$ cat config.mk
export PLATFORM = sky130hd
export DESIGN_NAME = sim_test_monitor_flat
export DESIGN_NICKNAME = d
export VERILOG_FILES = /design/src/rtl/sim_mon_pkg.sv /design/src/rtl/sim_test_monitor_if.sv /design/src/rtl/retire_popcount.sv /design/src/rtl/sim_test_monitor.sv /design/src/flat_wrapper.sv
export SDC_FILE = /design/constraint.sdc
export NUM_CORES = 1
export LEC_CHECK = 0
export ABC_AREA = 0
export BUFFER_PORTS_ARGS = -buffer_cell sky130_fd_sc_hd__clkbuf_2
export CAP_MARGIN = 10
export CORE_UTILIZATION = 35
export CTS_BUF_LIST = sky130_fd_sc_hd__clkbuf_2
export CTS_CLUSTER_SIZE = 28
export DETAILED_ROUTE_END_ITERATION = 12
export PLACE_DENSITY_LB_ADDON = 0.05
export REMOVE_ABC_BUFFERS = 1
export SLEW_MARGIN = 15
export SYNTH_ARGS = -nofsm -noshare
export SYNTH_HDL_FRONTEND = slang
export SYNTH_SLANG_ARGS = --single-unit
$ cat constraint.sdc
create_clock -name clk -period 6.85 [get_ports clk]
set_clock_uncertainty 0.15 [all_clocks]
set_input_delay 1.37 -clock clk [delete_from_list [all_inputs] [get_ports clk]]
set_output_delay 1.37 -clock clk [all_outputs]
set_load 0.02 [all_outputs]
$ cat src/rtl/sim_mon_pkg.sv
// Shared types and helpers for the end-of-test monitor.
//   state_e   : monitor FSM states
//   verdict_e : held verdict code (NONE until a decision is made)
//   sat_add   : saturating add at a caller-chosen width (<= 64 bits)
package sim_mon_pkg;

    typedef enum logic [1:0] {
        IDLE,
        RUN,
        DONE
    } state_e;

    typedef enum logic [2:0] {
        V_NONE,
        V_PASS,
        V_FAIL,
        V_TIMEOUT,
        V_HANG
    } verdict_e;

    localparam int unsigned TOHOST_PASS = 1;

    // Result clamps at the all-ones value of a w-bit counter instead of wrapping.
    function automatic logic [63:0] sat_add(input logic [63:0] a,
                                            input logic [63:0] b,
                                            input int unsigned w);
        logic [63:0] max_v;
        logic [63:0] sum;
        max_v = (w >= 64) ? '1 : ((64'd1 << w) - 64'd1);
        sum   = a + b;
        if ((sum < a) || (sum > max_v)) begin
            return max_v;
        end
        return sum;
    endfunction

endpackage

$ cat src/rtl/sim_test_monitor_if.sv
// Bus bundle between the core/bench and the monitor.
//   Inputs to monitor : start, dmem_we, dmem_addr, dmem_wdata, retire_valid
//   Outputs           : done, pass, fail, timeout, hang, fail_id,
//                       cycle_cnt, instret_cnt
// master = side that drives the core signals, slave = the monitor.
interface sim_test_monitor_if #(
    parameter int unsigned ADDR_W = 32,
    parameter int unsigned DATA_W = 32,
    parameter int unsigned NRET   = 1,
    parameter int unsigned CNT_W  = 32
);
    logic              start;
    logic              dmem_we;
    logic [ADDR_W-1:0] dmem_addr;
    logic [DATA_W-1:0] dmem_wdata;
    logic [NRET-1:0]   retire_valid;

    logic              done;
    logic              pass;
    logic              fail;
    logic              timeout;
    logic              hang;
    logic [DATA_W-2:0] fail_id;
    logic [CNT_W-1:0]  cycle_cnt;
    logic [CNT_W-1:0]  instret_cnt;

    modport master (
        output start, dmem_we, dmem_addr, dmem_wdata, retire_valid,
        input  done, pass, fail, timeout, hang, fail_id, cycle_cnt, instret_cnt
    );

    modport slave (
        input  start, dmem_we, dmem_addr, dmem_wdata, retire_valid,
        output done, pass, fail, timeout, hang, fail_id, cycle_cnt, instret_cnt
    );
endinterface

$ cat src/rtl/retire_popcount.sv
// Counts set bits in the retire strobe vector.
//   retire_valid : NRET strobes
//   count        : number of set strobes, ceil(log2(NRET+1)) bits
module retire_popcount #(
    parameter int unsigned NRET = 1,
    parameter int unsigned PC_W = $clog2(NRET + 1)
) (
    input  logic [NRET-1:0] retire_valid,
    output logic [PC_W-1:0] count
);
    always_comb begin
        count = '0;
        for (int unsigned i = 0; i < NRET; i++) begin
            count = count + PC_W'(retire_valid[i]);
        end
    end
endmodule

$ cat src/rtl/sim_test_monitor.sv
// End-of-test monitor: watches the tohost mailbox and retire strobes,
// decides PASS/FAIL/TIMEOUT/HANG, holds the verdict until rst.
//   clk, rst : clock, synchronous active-high reset
//   mon      : slave side of sim_test_monitor_if (core snoop in, verdict out)
module sim_test_monitor
    import sim_mon_pkg::*;
#(
    parameter int unsigned          ADDR_W         = 32,
    parameter int unsigned          DATA_W         = 32,
    parameter int unsigned          NRET           = 1,
    parameter logic [ADDR_W-1:0]    TOHOST_ADDR    = 32'h0000_1000,
    parameter int unsigned          TIMEOUT_CYCLES = 4096,
    parameter int unsigned          HANG_CYCLES    = 256,
    parameter int unsigned          CNT_W          = 32
) (
    input logic              clk,
    input logic              rst,
    sim_test_monitor_if.slave mon
);
    localparam int unsigned PC_W = $clog2(NRET + 1);

    state_e            state_q, state_d;
    verdict_e          verdict_q, verdict_d;
    logic [DATA_W-2:0] fail_id_q, fail_id_d;
    logic [CNT_W-1:0]  cycle_q, cycle_d;
    logic [CNT_W-1:0]  instret_q, instret_d;
    logic [CNT_W-1:0]  idle_q, idle_d;

    logic [PC_W-1:0]   ret_cnt;
    logic              any_ret;
    logic              hit;
    logic [CNT_W-1:0]  cycle_inc, instret_inc, idle_inc;

    retire_popcount #(.NRET(NRET), .PC_W(PC_W)) u_popcount (
        .retire_valid (mon.retire_valid),
        .count        (ret_cnt)
    );

    assign any_ret     = |mon.retire_valid;
    assign hit         = mon.dmem_we && (mon.dmem_addr == TOHOST_ADDR);
    assign cycle_inc   = CNT_W'(sat_add(64'(cycle_q), 64'd1, CNT_W));
    assign instret_inc = CNT_W'(sat_add(64'(instret_q), 64'(ret_cnt), CNT_W));
    assign idle_inc    = CNT_W'(sat_add(64'(idle_q), 64'd1, CNT_W));

    always_comb begin
        state_d   = state_q;
        verdict_d = verdict_q;
        fail_id_d = fail_id_q;
        cycle_d   = cycle_q;
        instret_d = instret_q;
        idle_d    = idle_q;

        case (state_q)
            IDLE: begin
                if (mon.start) begin
                    state_d   = RUN;
                    cycle_d   = '0;
                    instret_d = '0;
                    idle_d    = '0;
                end
            end
            RUN: begin
                // Decision cycle is counted, so counters advance unconditionally.
                cycle_d   = cycle_inc;
                instret_d = instret_inc;
                idle_d    = any_ret ? '0 : idle_inc;

                // An even mailbox write carries no verdict, so the watchdog
                // checks still apply in that cycle.
                if (hit && (mon.dmem_wdata == DATA_W'(TOHOST_PASS))) begin
                    verdict_d = V_PASS;
                    state_d   = DONE;
                end else if (hit && mon.dmem_wdata[0]) begin
                    verdict_d = V_FAIL;
                    fail_id_d = mon.dmem_wdata[DATA_W-1:1];
                    state_d   = DONE;
                end else if ((TIMEOUT_CYCLES != 0) &&
                             (cycle_inc == CNT_W'(TIMEOUT_CYCLES))) begin
                    verdict_d = V_TIMEOUT;
                    state_d   = DONE;
                end else if ((HANG_CYCLES != 0) && !any_ret &&
                             (idle_inc == CNT_W'(HANG_CYCLES))) begin
                    verdict_d = V_HANG;
                    state_d   = DONE;
                end
            end
            DONE: begin
            end
            default: state_d = IDLE;
        endcase
    end

    always_ff @(posedge clk) begin
        if (rst) begin
            state_q   <= IDLE;
            verdict_q <= V_NONE;
            fail_id_q <= '0;
            cycle_q   <= '0;
            instret_q <= '0;
            idle_q    <= '0;
        end else begin
            state_q   <= state_d;
            verdict_q <= verdict_d;
            fail_id_q <= fail_id_d;
            cycle_q   <= cycle_d;
            instret_q <= instret_d;
            idle_q    <= idle_d;
        end
    end

    assign mon.done        = (verdict_q != V_NONE);
    assign mon.pass        = (verdict_q == V_PASS);
    assign mon.fail        = (verdict_q == V_FAIL);
    assign mon.timeout     = (verdict_q == V_TIMEOUT);
    assign mon.hang        = (verdict_q == V_HANG);
    assign mon.fail_id     = fail_id_q;
    assign mon.cycle_cnt   = cycle_q;
    assign mon.instret_cnt = instret_q;
endmodule

$ cat src/flat_wrapper.sv
// flat-port wrapper written by rule: the top's interface ports become plain ports
module sim_test_monitor_flat import sim_mon_pkg::*;
#(
    parameter int unsigned          ADDR_W         = 32,
    parameter int unsigned          DATA_W         = 32,
    parameter int unsigned          NRET           = 1,
    parameter logic [ADDR_W-1:0]    TOHOST_ADDR    = 32'h0000_1000,
    parameter int unsigned          TIMEOUT_CYCLES = 4096,
    parameter int unsigned          HANG_CYCLES    = 256,
    parameter int unsigned          CNT_W          = 32
)
  (clk, rst, mon_start, mon_dmem_we, mon_dmem_addr, mon_dmem_wdata, mon_retire_valid, mon_done, mon_pass, mon_fail, mon_timeout, mon_hang, mon_fail_id, mon_cycle_cnt, mon_instret_cnt);
  sim_test_monitor_if #(.ADDR_W(ADDR_W), .DATA_W(DATA_W), .NRET(NRET), .CNT_W(CNT_W)) mon_i ();
  input logic clk;
  input logic rst;
  input wire logic [$bits(mon_i.start)-1:0] mon_start;
  input wire logic [$bits(mon_i.dmem_we)-1:0] mon_dmem_we;
  input wire logic [$bits(mon_i.dmem_addr)-1:0] mon_dmem_addr;
  input wire logic [$bits(mon_i.dmem_wdata)-1:0] mon_dmem_wdata;
  input wire logic [$bits(mon_i.retire_valid)-1:0] mon_retire_valid;
  output wire logic [$bits(mon_i.done)-1:0] mon_done;
  output wire logic [$bits(mon_i.pass)-1:0] mon_pass;
  output wire logic [$bits(mon_i.fail)-1:0] mon_fail;
  output wire logic [$bits(mon_i.timeout)-1:0] mon_timeout;
  output wire logic [$bits(mon_i.hang)-1:0] mon_hang;
  output wire logic [$bits(mon_i.fail_id)-1:0] mon_fail_id;
  output wire logic [$bits(mon_i.cycle_cnt)-1:0] mon_cycle_cnt;
  output wire logic [$bits(mon_i.instret_cnt)-1:0] mon_instret_cnt;
  assign mon_i.start = mon_start;
  assign mon_i.dmem_we = mon_dmem_we;
  assign mon_i.dmem_addr = mon_dmem_addr;
  assign mon_i.dmem_wdata = mon_dmem_wdata;
  assign mon_i.retire_valid = mon_retire_valid;
  assign mon_done = mon_i.done;
  assign mon_pass = mon_i.pass;
  assign mon_fail = mon_i.fail;
  assign mon_timeout = mon_i.timeout;
  assign mon_hang = mon_i.hang;
  assign mon_fail_id = mon_i.fail_id;
  assign mon_cycle_cnt = mon_i.cycle_cnt;
  assign mon_instret_cnt = mon_i.instret_cnt;
  sim_test_monitor #(.ADDR_W(ADDR_W), .DATA_W(DATA_W), .NRET(NRET), .TOHOST_ADDR(TOHOST_ADDR), .TIMEOUT_CYCLES(TIMEOUT_CYCLES), .HANG_CYCLES(HANG_CYCLES), .CNT_W(CNT_W)) u_core (.clk(clk), .rst(rst), .mon(mon_i));
endmodule
=== Yosys cells after proc, flatten, opt, wreduce, memory -nomap -nowiden ===
Index checks and enable logic that the tools add are counted.

* Register bits after elaboration: 132
* Input bits: 69
* Output and inout bits: 100
* Logic and storage cells: 69

* Add/subtract/negate cells: 3
* $lt $le $gt $ge: 6
* Eq/ne operators: 12
* Multiplexer cells: 24
* Bitwise logic cells: 2
* Reduce and logical (&&, ||, !) cells: 16

{| class="wikitable"
|+ Operator list
! kind !! number
|-
| 32-bit 2-to-1 mux || 8
|-
| 32-bit case mux with 2 select lines || 3
|-
| 33-bit by 32-bit greater-than comparator with 1-bit output (second input constant) || 3
|-
| 33-bit by 32-bit < comparator with 1-bit output || 3
|-
| 32-bit by 1-bit adder with 33-bit output (second input constant) || 2
|-
| 32-bit by 13-bit == test with 1-bit output (second input constant) || 2
|-
| 32-bit by 1-bit adder with 33-bit output || 1
|-
| 32-bit by 1-bit == test with 1-bit output (second input constant) || 1
|-
| 32-bit by 9-bit == test with 1-bit output (second input constant) || 1
|-
| 3-bit 2-to-1 mux || 4
|-
| 2-bit 2-to-1 mux || 5
|-
| 3-bit by 2-bit == test with 1-bit output (second input constant) || 2
|-
| 2-bit case mux with 3 select lines || 1
|-
| 3-bit AND reduction || 2
|-
| 5-bit by 1-bit != test with 1-bit output (second input constant) || 1
|-
| 1-bit logical AND || 4
|-
| 2-bit AND reduction || 2
|-
| 4-bit nonzero test || 1
|-
| 3-bit by 1-bit == test with 1-bit output (second input constant) || 1
|-
| 3-bit == test (second input constant) || 1
|-
| 1-bit logical OR || 3
|-
| 1-bit 2-to-1 mux || 3
|-
| 3-bit nonzero test || 1
|-
| 2-bit by 1-bit == test with 1-bit output (second input constant) || 1
|-
| other kinds (6) || 7
|}

=== Logic depth before layout (Yosys ltp) ===
Gate-level depths: netlist (run 1).

* Depth after elaboration: 12
* Gate-level depth with buffers: 20
* Gate-level depth less buffers: 18

=== Cells and area by module ===
From an unflattened synthesis (run 1), not the netlist that was laid out.

* Cell total of the unflattened synthesis: 1305
* Area total of the unflattened synthesis: 9858.2 µm²

{| class="wikitable"
|+ By module, submodules not included
! module !! instances !! cells an instance !! area each (µm²) !! seq. area each (µm²)
|-
| sim_test_monitor || 1 || 1304 || 9850.7 || 2642.5
|-
| retire_popcount || 1 || 1 || 7.5 || 0.0
|}

=== Least setup slack after synthesis (run 1) ===
No wires, ideal clock.

* Kind: input port to flip-flop
* Start: in mon_retire_valid
* End: reg u_core.instret_q[28] (netlist: u_core.mon.instret_cnt[28])
* Library setup time: 0.142 ns
* Arrival time: 4.673 ns
* Required time: 6.558 ns
* Path slack: 1.885 ns
* Stages: 17
* Path buffers: 1
* Path through: ha_1 -> and3_1 -> and3_1 -> nand2_1 -> nor3_1 -> nand2_1 -> nor2_1 -> and2_1 -> ha_1 -> xor2_1 -> nand2_1 -> or4_1 -> o41ai_1 -> o21ai_0 -> o21ai_1 -> clkbuf_1 -> a311oi_1

* Cells in the longest elaborated chain, start to end: 6
* Elaborated cells between the ends (all ways): 7
* Classes of those cells: add/sub: 1; order compare: 2; mux: 3; reduce/logical: 1

{| class="wikitable"
|+ RTL lines
! item !! RTL line !! text
|-
| start: declaration || flat_wrapper.sv:20 || <nowiki>input wire logic [$bits(mon_i.retire_valid)-1:0] mon_retire_valid;</nowiki>
|-
| 32-bit by 1-bit adder with 33-bit output * || sim_mon_pkg.sv:30 || <nowiki>sum = a + b;</nowiki>
|-
| 33-bit by 32-bit < comparator with 1-bit output / 33-bit by 32-bit greater-than comparator with 1-bit output (equally long branches) || sim_mon_pkg.sv:31 || <nowiki>if ((sum < a) || (sum > max_v)) begin</nowiki>
|-
| 1-bit logical OR || sim_mon_pkg.sv:31 ||
|-
| 1-bit 2-to-1 mux || sim_mon_pkg.sv:31 ||
|-
| 32-bit 2-to-1 mux * || sim_mon_pkg.sv:34 || <nowiki>return sum;</nowiki>
|-
| 32-bit case mux with 2 select lines * || sim_test_monitor.sv:53 || <nowiki>case (state_q)</nowiki>
|-
| end signal: assignment || sim_test_monitor.sv:106 || <nowiki>instret_q <= instret_d;</nowiki>
|-
| end: declaration || sim_test_monitor.sv:26 || <nowiki>logic [CNT_W-1:0] instret_q, instret_d;</nowiki>
|}

Mark *: on every way between the ends. The rest lies on a longest branch, timed or not.
A chain may end at the register's enable or synchronous reset.

=== Final worst setup path (run 1) ===
* Start: reg u_core.idle_q[4]
* End: reg u_core.verdict_q[0]

* Cells in the longest elaborated chain, start to end: 9
* Elaborated cells between the ends (all ways): 10
* Classes of those cells: add/sub: 1; order compare: 2; eq/ne: 1; mux: 2; reduce/logical: 4

{| class="wikitable"
|+ RTL lines
! item !! RTL line !! text
|-
| start: declaration || sim_test_monitor.sv:27 || <nowiki>logic [CNT_W-1:0] idle_q, idle_d;</nowiki>
|-
| start signal: assignment || sim_test_monitor.sv:107 || <nowiki>idle_q <= idle_d;</nowiki>
|-
| 32-bit by 1-bit adder with 33-bit output || sim_mon_pkg.sv:30 ||
|-
| 33-bit by 32-bit < comparator with 1-bit output / 33-bit by 32-bit greater-than comparator with 1-bit output (equally long branches) || sim_mon_pkg.sv:31 ||
|-
| 1-bit logical OR || sim_mon_pkg.sv:31 ||
|-
| 1-bit 2-to-1 mux || sim_mon_pkg.sv:31 ||
|-
| 32-bit 2-to-1 mux * || sim_mon_pkg.sv:34 ||
|-
| 32-bit by 9-bit == test with 1-bit output * || sim_test_monitor.sv:82 || <nowiki>(idle_inc == CNT_W'(HANG_CYCLES))) begin</nowiki>
|-
| 1-bit logical AND * || sim_test_monitor.sv:81 || <nowiki>end else if ((HANG_CYCLES != 0) && !any_ret &&</nowiki>
|-
| 4-bit nonzero test (no line) * || n/a ||
|-
| 2-bit AND reduction (no line) * || n/a ||
|-
| end signal: assignment || sim_test_monitor.sv:103 || <nowiki>verdict_q <= verdict_d;</nowiki>
|-
| end: declaration || sim_test_monitor.sv:23 || <nowiki>verdict_e verdict_q, verdict_d;</nowiki>
|}

Marked as above.

==> results of run 1 <==
## Yosys cell counts (29+ instances only)
master                     count
sky130_fd_sc_hd__a21oi_1     110
sky130_fd_sc_hd__inv_1        79
sky130_fd_sc_hd__clkbuf_1     52
sky130_fd_sc_hd__nand4_1      37
sky130_fd_sc_hd__nor2_1      103
sky130_fd_sc_hd__nand2_1     133
sky130_fd_sc_hd__nor4_1       37
sky130_fd_sc_hd__nand3_1      35
sky130_fd_sc_hd__ha_1         54
sky130_fd_sc_hd__xnor2_1      36
sky130_fd_sc_hd__xor2_1       29
sky130_fd_sc_hd__mux2i_1      44
sky130_fd_sc_hd__dfxtp_1     132
sky130_fd_sc_hd__o21ai_0      68
sky130_fd_sc_hd__nor3_1       44
## power by group through the flow
| stage | clock, uW | combinational (uW) | sequential, uW |
|---|---|---|---|
| final | 617 | 460 | 904 |
| after floorplan | 0 | 266 | 930 |
| after global routing | 676 | 508 | 916 |
| after detailed placement | 0 | 460 | 918 |
| after global placement | 0 | 460 | 919 |
| after CTS | 647 | 462 | 903 |
## how the worst min path moves through the flow
stage	start	to	slack, ns	depth (start not counted)
6_report	u_core.idle_q[19]$_SDFFE_PP0P_	u_core.idle_q[19]$_SDFFE_PP0P_	0.37	2
5_1_grt	u_core.mon.fail_id[14]$_SDFFE_PP0P_	u_core.mon.fail_id[14]$_SDFFE_PP0P_	0.41	2
2_1_floorplan	u_core.idle_q[19]$_SDFFE_PP0P_	u_core.idle_q[19]$_SDFFE_PP0P_	0.30	2
4_1_cts	u_core.idle_q[19]$_SDFFE_PP0P_	u_core.idle_q[19]$_SDFFE_PP0P_	0.37	2
3_5_place_dp	u_core.mon.fail_id[15]$_SDFFE_PP0P_	u_core.mon.fail_id[15]$_SDFFE_PP0P_	0.33	2
3_3_place_gp	u_core.mon.fail_id[20]$_SDFFE_PP0P_	u_core.mon.fail_id[20]$_SDFFE_PP0P_	0.32	2
## flip-flops by register name (all words and copies together) (netlist names)
name / count
u_core.mon.fail_id: 31
u_core.verdict_q: 3
u_core.idle_q: 32
u_core.mon.instret_cnt: 32
u_core.mon.cycle_cnt: 32
u_core.state_q: 2
## per-layer routing
metal | global-route usage, % | vias up | wire, um
li1 | - | 5134 | -
met1 | 30.7 | 4820 | 15600
met2 | 35.0 | 220 | 14800
met3 | 2.83 | 28 | 1110
met4 | 6.37 | 0 | 450
met5 | 0 | - | 0
## worst register-to-register path, cell delays in order, from the launching register on
cell and delay, ns:
sky130_fd_sc_hd__dfxtp_1 0.58, sky130_fd_sc_hd__nand3_1 0.15, sky130_fd_sc_hd__nor4_1 0.40, sky130_fd_sc_hd__and4_1 0.29, sky130_fd_sc_hd__and3_1 0.20, sky130_fd_sc_hd__nand3_1 0.14, sky130_fd_sc_hd__nor3_1 0.56, sky130_fd_sc_hd__inv_1 0.14
sky130_fd_sc_hd__nor2_1 0.12, sky130_fd_sc_hd__ha_1 0.24, sky130_fd_sc_hd__nand4_1 0.11, sky130_fd_sc_hd__or4_1 0.47, sky130_fd_sc_hd__or4_1 0.51, sky130_fd_sc_hd__nor3_1 0.18, sky130_fd_sc_hd__nand4b_1 0.23, sky130_fd_sc_hd__a211oi_1 0.67
sky130_fd_sc_hd__o31ai_1 0.18, sky130_fd_sc_hd__a221oi_1 0.30
## metrics by stage
step	hold WS, ns	cell area [um^2]	instances
after floorplan	0.301	9660	1245
final	0.371	11400	1837
after CTS	0.368	11400	1836
after global placement	0.325	11100	1804
after detailed placement	0.333	11100	1804
after global routing	0.405	11400	1837
## kinds of logic after synthesis
| family | after synthesis | synth area share, % |
|---|---|---|
| flip-flops | 132 | 26.3 |
| AND/OR/NAND/NOR | 532 | 28.4 |
| AO/OA/AOI/OAI | 335 | 21.3 |
| XOR/XNOR | 65 | 5.67 |
| multiplexers | 48 | 4.83 |
| buffers and inverters | 167 | 6.74 |
| adder cells (fa/ha/maj) | 54 | 6.73 |
## layout make-up
class | instances | area share (%)
Multi-Input combinational cell | 1034 | 59.1
Sequential cell | 132 | 23.2
Timing Repair Buffer | 181 | 8.25
Tap cell | 378 | 4.15
Inverter | 79 | 2.60
Clock inverter | 15 | 1.92
Clock buffer | 17 | 0.746
Antenna cell | 1 | 0.0219
## placed cells by master, fill, tap and decap left out, types with 7 or more instances in the layout
master and instances:
sky130_fd_sc_hd__nand3_1 35, sky130_fd_sc_hd__o21ai_1 10, sky130_fd_sc_hd__and4_1 10, sky130_fd_sc_hd__nand2b_1 9, sky130_fd_sc_hd__or3_1 10, sky130_fd_sc_hd__clkbuf_2 184
sky130_fd_sc_hd__inv_1 79, sky130_fd_sc_hd__and3_1 25, sky130_fd_sc_hd__nor3_1 44, sky130_fd_sc_hd__nor2_1 101, sky130_fd_sc_hd__xnor2_1 36, sky130_fd_sc_hd__ha_1 54
sky130_fd_sc_hd__o31ai_1 14, sky130_fd_sc_hd__a21oi_1 110, sky130_fd_sc_hd__and2_1 12, sky130_fd_sc_hd__nor3b_1 21, sky130_fd_sc_hd__a21o_1 20, sky130_fd_sc_hd__xor2_1 29
sky130_fd_sc_hd__a211oi_1 17, sky130_fd_sc_hd__mux2i_1 44, sky130_fd_sc_hd__or4_1 7, sky130_fd_sc_hd__nor4_1 37, sky130_fd_sc_hd__nand4_1 37, sky130_fd_sc_hd__a221oi_1 7
sky130_fd_sc_hd__o21ai_0 68, sky130_fd_sc_hd__dfxtp_1 132, sky130_fd_sc_hd__nand2_1 132, sky130_fd_sc_hd__nor4b_1 7, sky130_fd_sc_hd__a31oi_1 8, sky130_fd_sc_hd__buf_4 14
sky130_fd_sc_hd__a311oi_1 23
==> metrics.log, run 1 <==
INFO  metric status = finished, final reports clean
INFO  metric sequence_of_cells_on_the_critical_path = nand3_1, nor4_1, and4_1, and3_1, nand3_1, nor3_1, inv_1, nor2_1, ha_1, nand4_1, or4_1, or4_1, nor3_1, nand4b_1, a211oi_1, o31ai_1, a221oi_1
INFO  metric synthesis.area = 10000 um^2
INFO  metric syn_avg_cell_area = 7.54 um^2
INFO  metric path_max_fanout = 8
INFO  metric worstReg2RegEnd = u_core.verdict_q[0]$_SDFFE_PP0P_
INFO  metric worst_pin_slew = 1.13 ns
INFO  metric layout.filler_cells = 2986
INFO  metric timing.setup.critical_path_class = register to register
INFO  metric grt_setup_unrepaired = no
INFO  metric hpwl = 23300 um
INFO  metric timing.final.hold_violations = 0
INFO  metric maxClockFrequency = 176 MHz
INFO  metric critical_path.slowest_cell = sky130_fd_sc_hd__a211oi_1
INFO  metric reg2reg_depth = 17
INFO  metric drt_pre_antenna_iters = 5
INFO  metric reg2reg_slack = about 1.2 ns
INFO  metric largest_cells_by_area_after_synthesis = sky130_fd_sc_hd__dfxtp_1 (26%), sky130_fd_sc_hd__ha_1 (6.7%), sky130_fd_sc_hd__a21oi_1 (5.5%)
INFO  metric start_kind = register
INFO  metric globalRouteTotalUtil = a little over a fifth
INFO  metric worst_ep_arrival_time = 6.20 ns
INFO  metric post_synthesis_cell_type_count = 79
INFO  metric setup_violations = 0
INFO  metric clock_latency = roughly 0.73 ns
INFO  metric critPathMaxStageDelay = 0.67 ns
INFO  metric power.net_switching = 738 uW
INFO  metric postCtsSetupBuffers = 0
INFO  metric via_count_of_the_first_global_routing_pass = 9620
INFO  metric seq_area = 2640 um^2
INFO  metric critical_path_cell_count = 17
INFO  metric yosysWarnings = 0
INFO  metric power_per_cell_area = 174 nW/um^2
INFO  metric ctsLongestPathBuffers = 2
INFO  metric worst_path_dominant_cell_family = simple AND/OR/NAND/NOR gates
INFO  metric synth_cells = 1333
INFO  metric final.setup.tns = 0 ns
INFO  metric grt_overflow_total = 0
INFO  metric yosysTopAreaCell = sky130_fd_sc_hd__dfxtp_1
INFO  metric drcViolationCount = 0
INFO  metric vias_per_cell = 5.55
INFO  metric wl = 32000 um
INFO  metric number_of_enable_type_register_cells_in_the_synthesized_netlist = 0
INFO  metric detail_route.iter0.violations = 796
INFO  metric post_route_clock_period_utilization = approximately 83%
INFO  metric synth.ff_latch_count = 132
INFO  metric synth.top_cell.area_share = 26.3%
INFO  metric power.static_leakage = about 0.0045 uW
INFO  metric final-max-slew-violation-count = 0
INFO  metric setup.worst_path.end_class = register
INFO  metric cts-resized-gates = 0
INFO  metric route.vias.total = 10202
INFO  metric num_rows = 61
INFO  metric fin_util = between 40 and 50%
INFO  metric share_comb_of_total_power = 23.2%
INFO  metric postSynth.topFlopCell = sky130_fd_sc_hd__dfxtp_1
INFO  metric finalWorstPathRequiredPeriod = 5.69 ns
INFO  metric cts_tree = built
INFO  metric clkTransAtPathRegs = roughly 0.25 ns
INFO  metric timing.critical_path.required = 7.36 ns
INFO  metric grt_max_degree = 64
INFO  metric floorplan.io_pins = 169
INFO  metric p_int = 1240 uW
INFO  metric cts_buffers = 17
INFO  metric die_w = 171 um
INFO  metric final_wtd_congestion = approximately 0.89
INFO  metric areaGrowthSynthToFinish = 13.5%
INFO  metric total_number_of_h_tree_levels = 4
INFO  metric first_pass_grt_wire_length = 51600 um
INFO  metric fin_total_pwr = approximately 2000 uW
INFO  metric dp_slack = 0.953 ns
INFO  metric grt_antenna_before_repair = 2
INFO  metric path_class_of_the_lowest_slack_min_delay_path = register to register
INFO  metric slew-limit-headroom = 24.9%
INFO  metric synth_seq_area_share = a little over a quarter
INFO  metric antenna_left = 0
INFO  metric ir_drop = 0.0790 mV
INFO  metric share_seq_of_total_power = a little under half
INFO  metric critPathLaunch = u_core.idle_q[4]$_SDFFE_PP0P_
INFO  metric sw_frac_of_total = 37.2%
INFO  metric p_clk_share = between 30% and 40%
INFO  metric total_area_of_multi_input_combinational_cells = ~6700 um^2
INFO  metric setup.worst_path.end = u_core.verdict_q[0]$_SDFFE_PP0P_
INFO  metric hold_buffers = 0
INFO  metric clockRootBuffer = sky130_fd_sc_hd__clkbuf_2
INFO  metric timing.rr.start = u_core.idle_q[4]$_SDFFE_PP0P_
INFO  metric core-area = 28000 um^2
INFO  metric io_buffer_count = 168
INFO  metric starting_density = between 30% and 40%
INFO  metric routedWlPerCell = 17.4 um
INFO  metric cap_viol_max_count = 0
INFO  metric numClockSinks = 132
INFO  metric die_area = 29400 um^2
INFO  metric final_net_count = 1568
INFO  metric dieHeight = about 170 um
INFO  metric fin_ws = 1.16 ns
INFO  metric ys_async_sr_fraction = 0%
INFO  metric layout-drive-gt1-share = 17.2%
INFO  metric crit_buf_inv = 1
No activity file was read; power rests on OpenSTA's default activity.
==> run 2: changes to the inputs <==
clock period = 5.75 ns   (was 6.85 ns; I/O delays follow)
==> metrics.log, run 2 (synthesized netlist as in run 1, its figures left out) <==
INFO  metric status = finished, final reports clean (unchanged)
INFO  metric share_comb_of_total_power = 24.7% (was 23.2%)
INFO  metric power.static_leakage = 0.00455 uW (was 0.00452 uW)
INFO  metric cap_viol_max_count = 0 (unchanged)
INFO  metric power.net_switching = 916 uW (was 738 uW)
INFO  metric setup.worst_path.end_class = register (unchanged)
INFO  metric starting_density = 35.9% (unchanged)
INFO  metric critical_path.slowest_cell = sky130_fd_sc_hd__dfxtp_1 (was sky130_fd_sc_hd__a211oi_1)
INFO  metric mostFrequentLayoutCells = sky130_fd_sc_hd__clkbuf_2 (184), sky130_fd_sc_hd__nand2_1 (132), sky130_fd_sc_hd__dfxtp_1 (132), sky130_fd_sc_hd__a21oi_1 (110), sky130_fd_sc_hd__nor2_1 (101) (unchanged)
INFO  metric vias_per_cell = 5.59 (was 5.55)
INFO  metric setup_violations = 0 (unchanged)
INFO  metric placed_cell_area = 11200 um^2 (was 11100 um^2)
INFO  metric globalRouteTotalUtil = 22.1% (was 21.9%)
INFO  metric timing.critical_path.required = 6.28 ns (was 7.36 ns)
INFO  metric fin_util = 40.9% (was 40.7%)
INFO  metric finalWorstPathRequiredPeriod = 5.21 ns (was 5.69 ns)
INFO  metric grt_max_degree = 61 (was 64)
INFO  metric timing.final.hold_violations = 0 (unchanged)
INFO  metric grt_antenna_before_repair = 1 (was 2)
INFO  metric post_route_clock_period_utilization = 90.6% (was 83.1%)
INFO  metric share_seq_of_total_power = 46.9% (was 45.6%)
INFO  metric via_count_of_the_first_global_routing_pass = 9396 (was 9620)
INFO  metric numClockSinks = 132 (unchanged)
INFO  metric layout_commonest_cell = sky130_fd_sc_hd__clkbuf_2 (unchanged)
INFO  metric ir_drop = 0.102 mV (was 0.0790 mV)
INFO  metric maxClockFrequency = 192 MHz (was 176 MHz)
INFO  metric num_rows = 61 (unchanged)
INFO  metric cts_tree = built (unchanged)
INFO  metric crit_buf_inv = 1 (unchanged)
INFO  metric power_per_cell_area = 200 nW/um^2 (was 174 nW/um^2)
INFO  metric stdcell_area = 11400 um^2 (about the same)
INFO  metric grt_overflow_total = 0 (unchanged)
INFO  metric final-max-slew-violation-count = 0 (unchanged)
INFO  metric worst_path_dominant_cell_family = simple AND/OR/NAND/NOR gates (unchanged)
INFO  metric die_w = 171 um (unchanged)
INFO  metric total_area_of_multi_input_combinational_cells = 6750 um^2 (was 6740 um^2)
INFO  metric first_pass_grt_wire_length = 51700 um (was 51600 um)
INFO  metric ctsLongestPathBuffers = 2 (unchanged)
INFO  metric path_class_of_the_lowest_slack_min_delay_path = register to register (unchanged)
INFO  metric routedWlPerCell = 17.6 um (was 17.4 um)
INFO  metric wl = 32400 um (was 32000 um)
INFO  metric seq_area = 2640 um^2 (unchanged)
INFO  metric route.vias.total = 10312 (was 10202)
INFO  metric hpwl = 23600 um (was 23300 um)
INFO  metric sw_frac_of_total = 40.0% (was 37.2%)
INFO  metric timing.setup.critical_path_class = register to register (unchanged)
INFO  metric drcViolationCount = 0 (unchanged)
INFO  metric final.setup.tns = 0 ns (unchanged)
INFO  metric cts_buffers = 17 (unchanged)
INFO  metric final_net_count = 1577 (was 1568)
INFO  metric detail_route.iter0.violations = 807 (was 796)
INFO  metric clock_latency = 0.76 ns (was 0.73 ns)
INFO  metric grt_setup_unrepaired = no (unchanged)
INFO  metric clkTransAtPathRegs = 0.26 ns (was 0.25 ns)
INFO  metric floorplan.io_pins = 169 (unchanged)
INFO  metric final_wtd_congestion = 0.894 (was 0.889)
INFO  metric drt_pre_antenna_iters = 6 (was 5)
INFO  metric slew-limit-headroom = 21.3% (was 24.9%)
INFO  metric worst_pin_slew = 1.17 ns (was 1.13 ns)
INFO  metric sequence_of_cells_on_the_critical_path = nand3_1, nor4_1, and4_1, and3_1, nand3_1, nor3_1, and3_1, ha_1, nor4b_1, nand4_1, a21oi_1, or4bb_1, nor4_1, a311o_1, a21o_1, buf_4, o2111ai_1, a31oi_1 (was nand3_1, nor4_1, and4_1, and3_1, nand3_1, nor3_1, inv_1, nor2_1, ha_1, nand4_1, or4_1, or4_1, nor3_1, nand4b_1, a211oi_1, o31ai_1, a221oi_1)
INFO  metric p_clk_share = 28.5% (was 31.2%)
INFO  metric layout-drive-gt1-share = 17.8% (was 17.2%)
INFO  metric path_max_fanout = 9 (was 8)
INFO  metric worst_ep_arrival_time = 5.74 ns (was 6.20 ns)
INFO  metric clockRootBuffer = sky130_fd_sc_hd__clkbuf_2 (unchanged)
INFO  metric critPathMaxStageDelay = 0.57 ns (was 0.67 ns)
INFO  metric layout.filler_cells = 2983 (was 2986)
INFO  metric io_buffer_count = 168 (unchanged)
INFO  metric die_area = 29400 um^2 (unchanged)
INFO  metric postCtsSetupBuffers = 0 (unchanged)
INFO  metric p_int = 1380 uW (was 1240 uW)
INFO  metric core-area = 28000 um^2 (unchanged)
INFO  metric antenna_left = 0 (unchanged)
INFO  metric areaGrowthSynthToFinish = 14.0% (was 13.5%)
INFO  metric dieHeight = 171 um (unchanged)
INFO  metric start_kind = register (unchanged)
INFO  metric total_number_of_h_tree_levels = 4 (unchanged)
[run 2: cell count changes in the layout (fill, tap and decap cells not counted), moves of 2 or more]
| cell | previous run | this run |
|---|---|---|
| sky130_fd_sc_hd__buf_4 | 14 | 22 |
| sky130_fd_sc_hd__inv_8 | 2 | 6 |
| sky130_fd_sc_hd__bufinv_16 | 4 | 1 |
| sky130_fd_sc_hd__clkinv_4 | 2 | 0 |
| sky130_fd_sc_hd__clkinv_8 | 0 | 2 |
| sky130_fd_sc_hd__inv_6 | 5 | 3 |
[run 2: cell type report]
type	count	area share (%)
Multi-Input combinational cell	1034	59.0
Sequential cell	132	23.1
Timing Repair Buffer	190	8.92
Tap cell	378	4.13
Inverter	79	2.59
Clock inverter	15	1.56
Clock buffer	17	0.743
Antenna cell	1	0.0219
[run 2: metal layers]
| layer | share of wire, % | GRT usage, % | vias to the layer above | wire (um) |
|---|---|---|---|---|
| met5 | 0 | 0 | - | 0 |
| met1 | 49 | 31.8 | 4901 | 15800 |
| met4 | 1.1 | 4.31 | 0 | 361 |
| met3 | 4.4 | 3.06 | 25 | 1420 |
| li1 | - | - | 5154 | - |
| met2 | 46 | 34.9 | 232 | 14800 |
[run 2: worst paths after layout]
path | cells past startpoint | slack (ns) | start | to
setup / recovery | 18 | 0.54 | u_core.idle_q[4]$_SDFFE_PP0P_ | u_core.verdict_q[1]$_SDFFE_PP0P_
setup reg to reg | 18 | 0.54 | u_core.idle_q[4]$_SDFFE_PP0P_ | u_core.verdict_q[1]$_SDFFE_PP0P_
hold / removal | 2 | 0.36 | u_core.idle_q[19]$_SDFFE_PP0P_ | u_core.idle_q[19]$_SDFFE_PP0P_
hold reg to reg | 2 | 0.36 | u_core.idle_q[19]$_SDFFE_PP0P_ | u_core.idle_q[19]$_SDFFE_PP0P_
[run 2: worst min-delay path: stages (launching register included)]
cell and delay (ns):
sky130_fd_sc_hd__dfxtp_1 0.38, sky130_fd_sc_hd__nand2_1 0.06, sky130_fd_sc_hd__a21oi_1 0.05
[run 2: through the flow]
step | setup WS [ns] | cells | total power, uW | hold slack [ns]
4_1_cts | 0.446 | 1845 | 2330 | 0.355
6_report | 0.539 | 1846 | 2290 | 0.361
3_3_place_gp | 0.451 | 1813 | 1660 | 0.328
3_5_place_dp | 0.401 | 1813 | 1650 | 0.330
2_1_floorplan | 0.576 | 1245 | 1420 | 0.301
5_1_grt | 0.121 | 1846 | 2430 | 0.383
[run 2: repair_timing]
action | 4_1_cts | 5_1_grt
gates resized for setup | 0 | 1
hold buffers | 0 | 0
endpoints found under the setup margin | 0 | 1
[run 2: power by group through the flow]
stage / Clock (uW) / Combinational [uW] / Sequential, uW
after detailed placement: 0 / 564 / 1090
after global placement: 0 / 563 / 1090
after CTS: 686 / 566 / 1070
after floorplan: 0 / 317 / 1110
after global routing: 720 / 625 / 1090
final: 652 / 566 / 1070
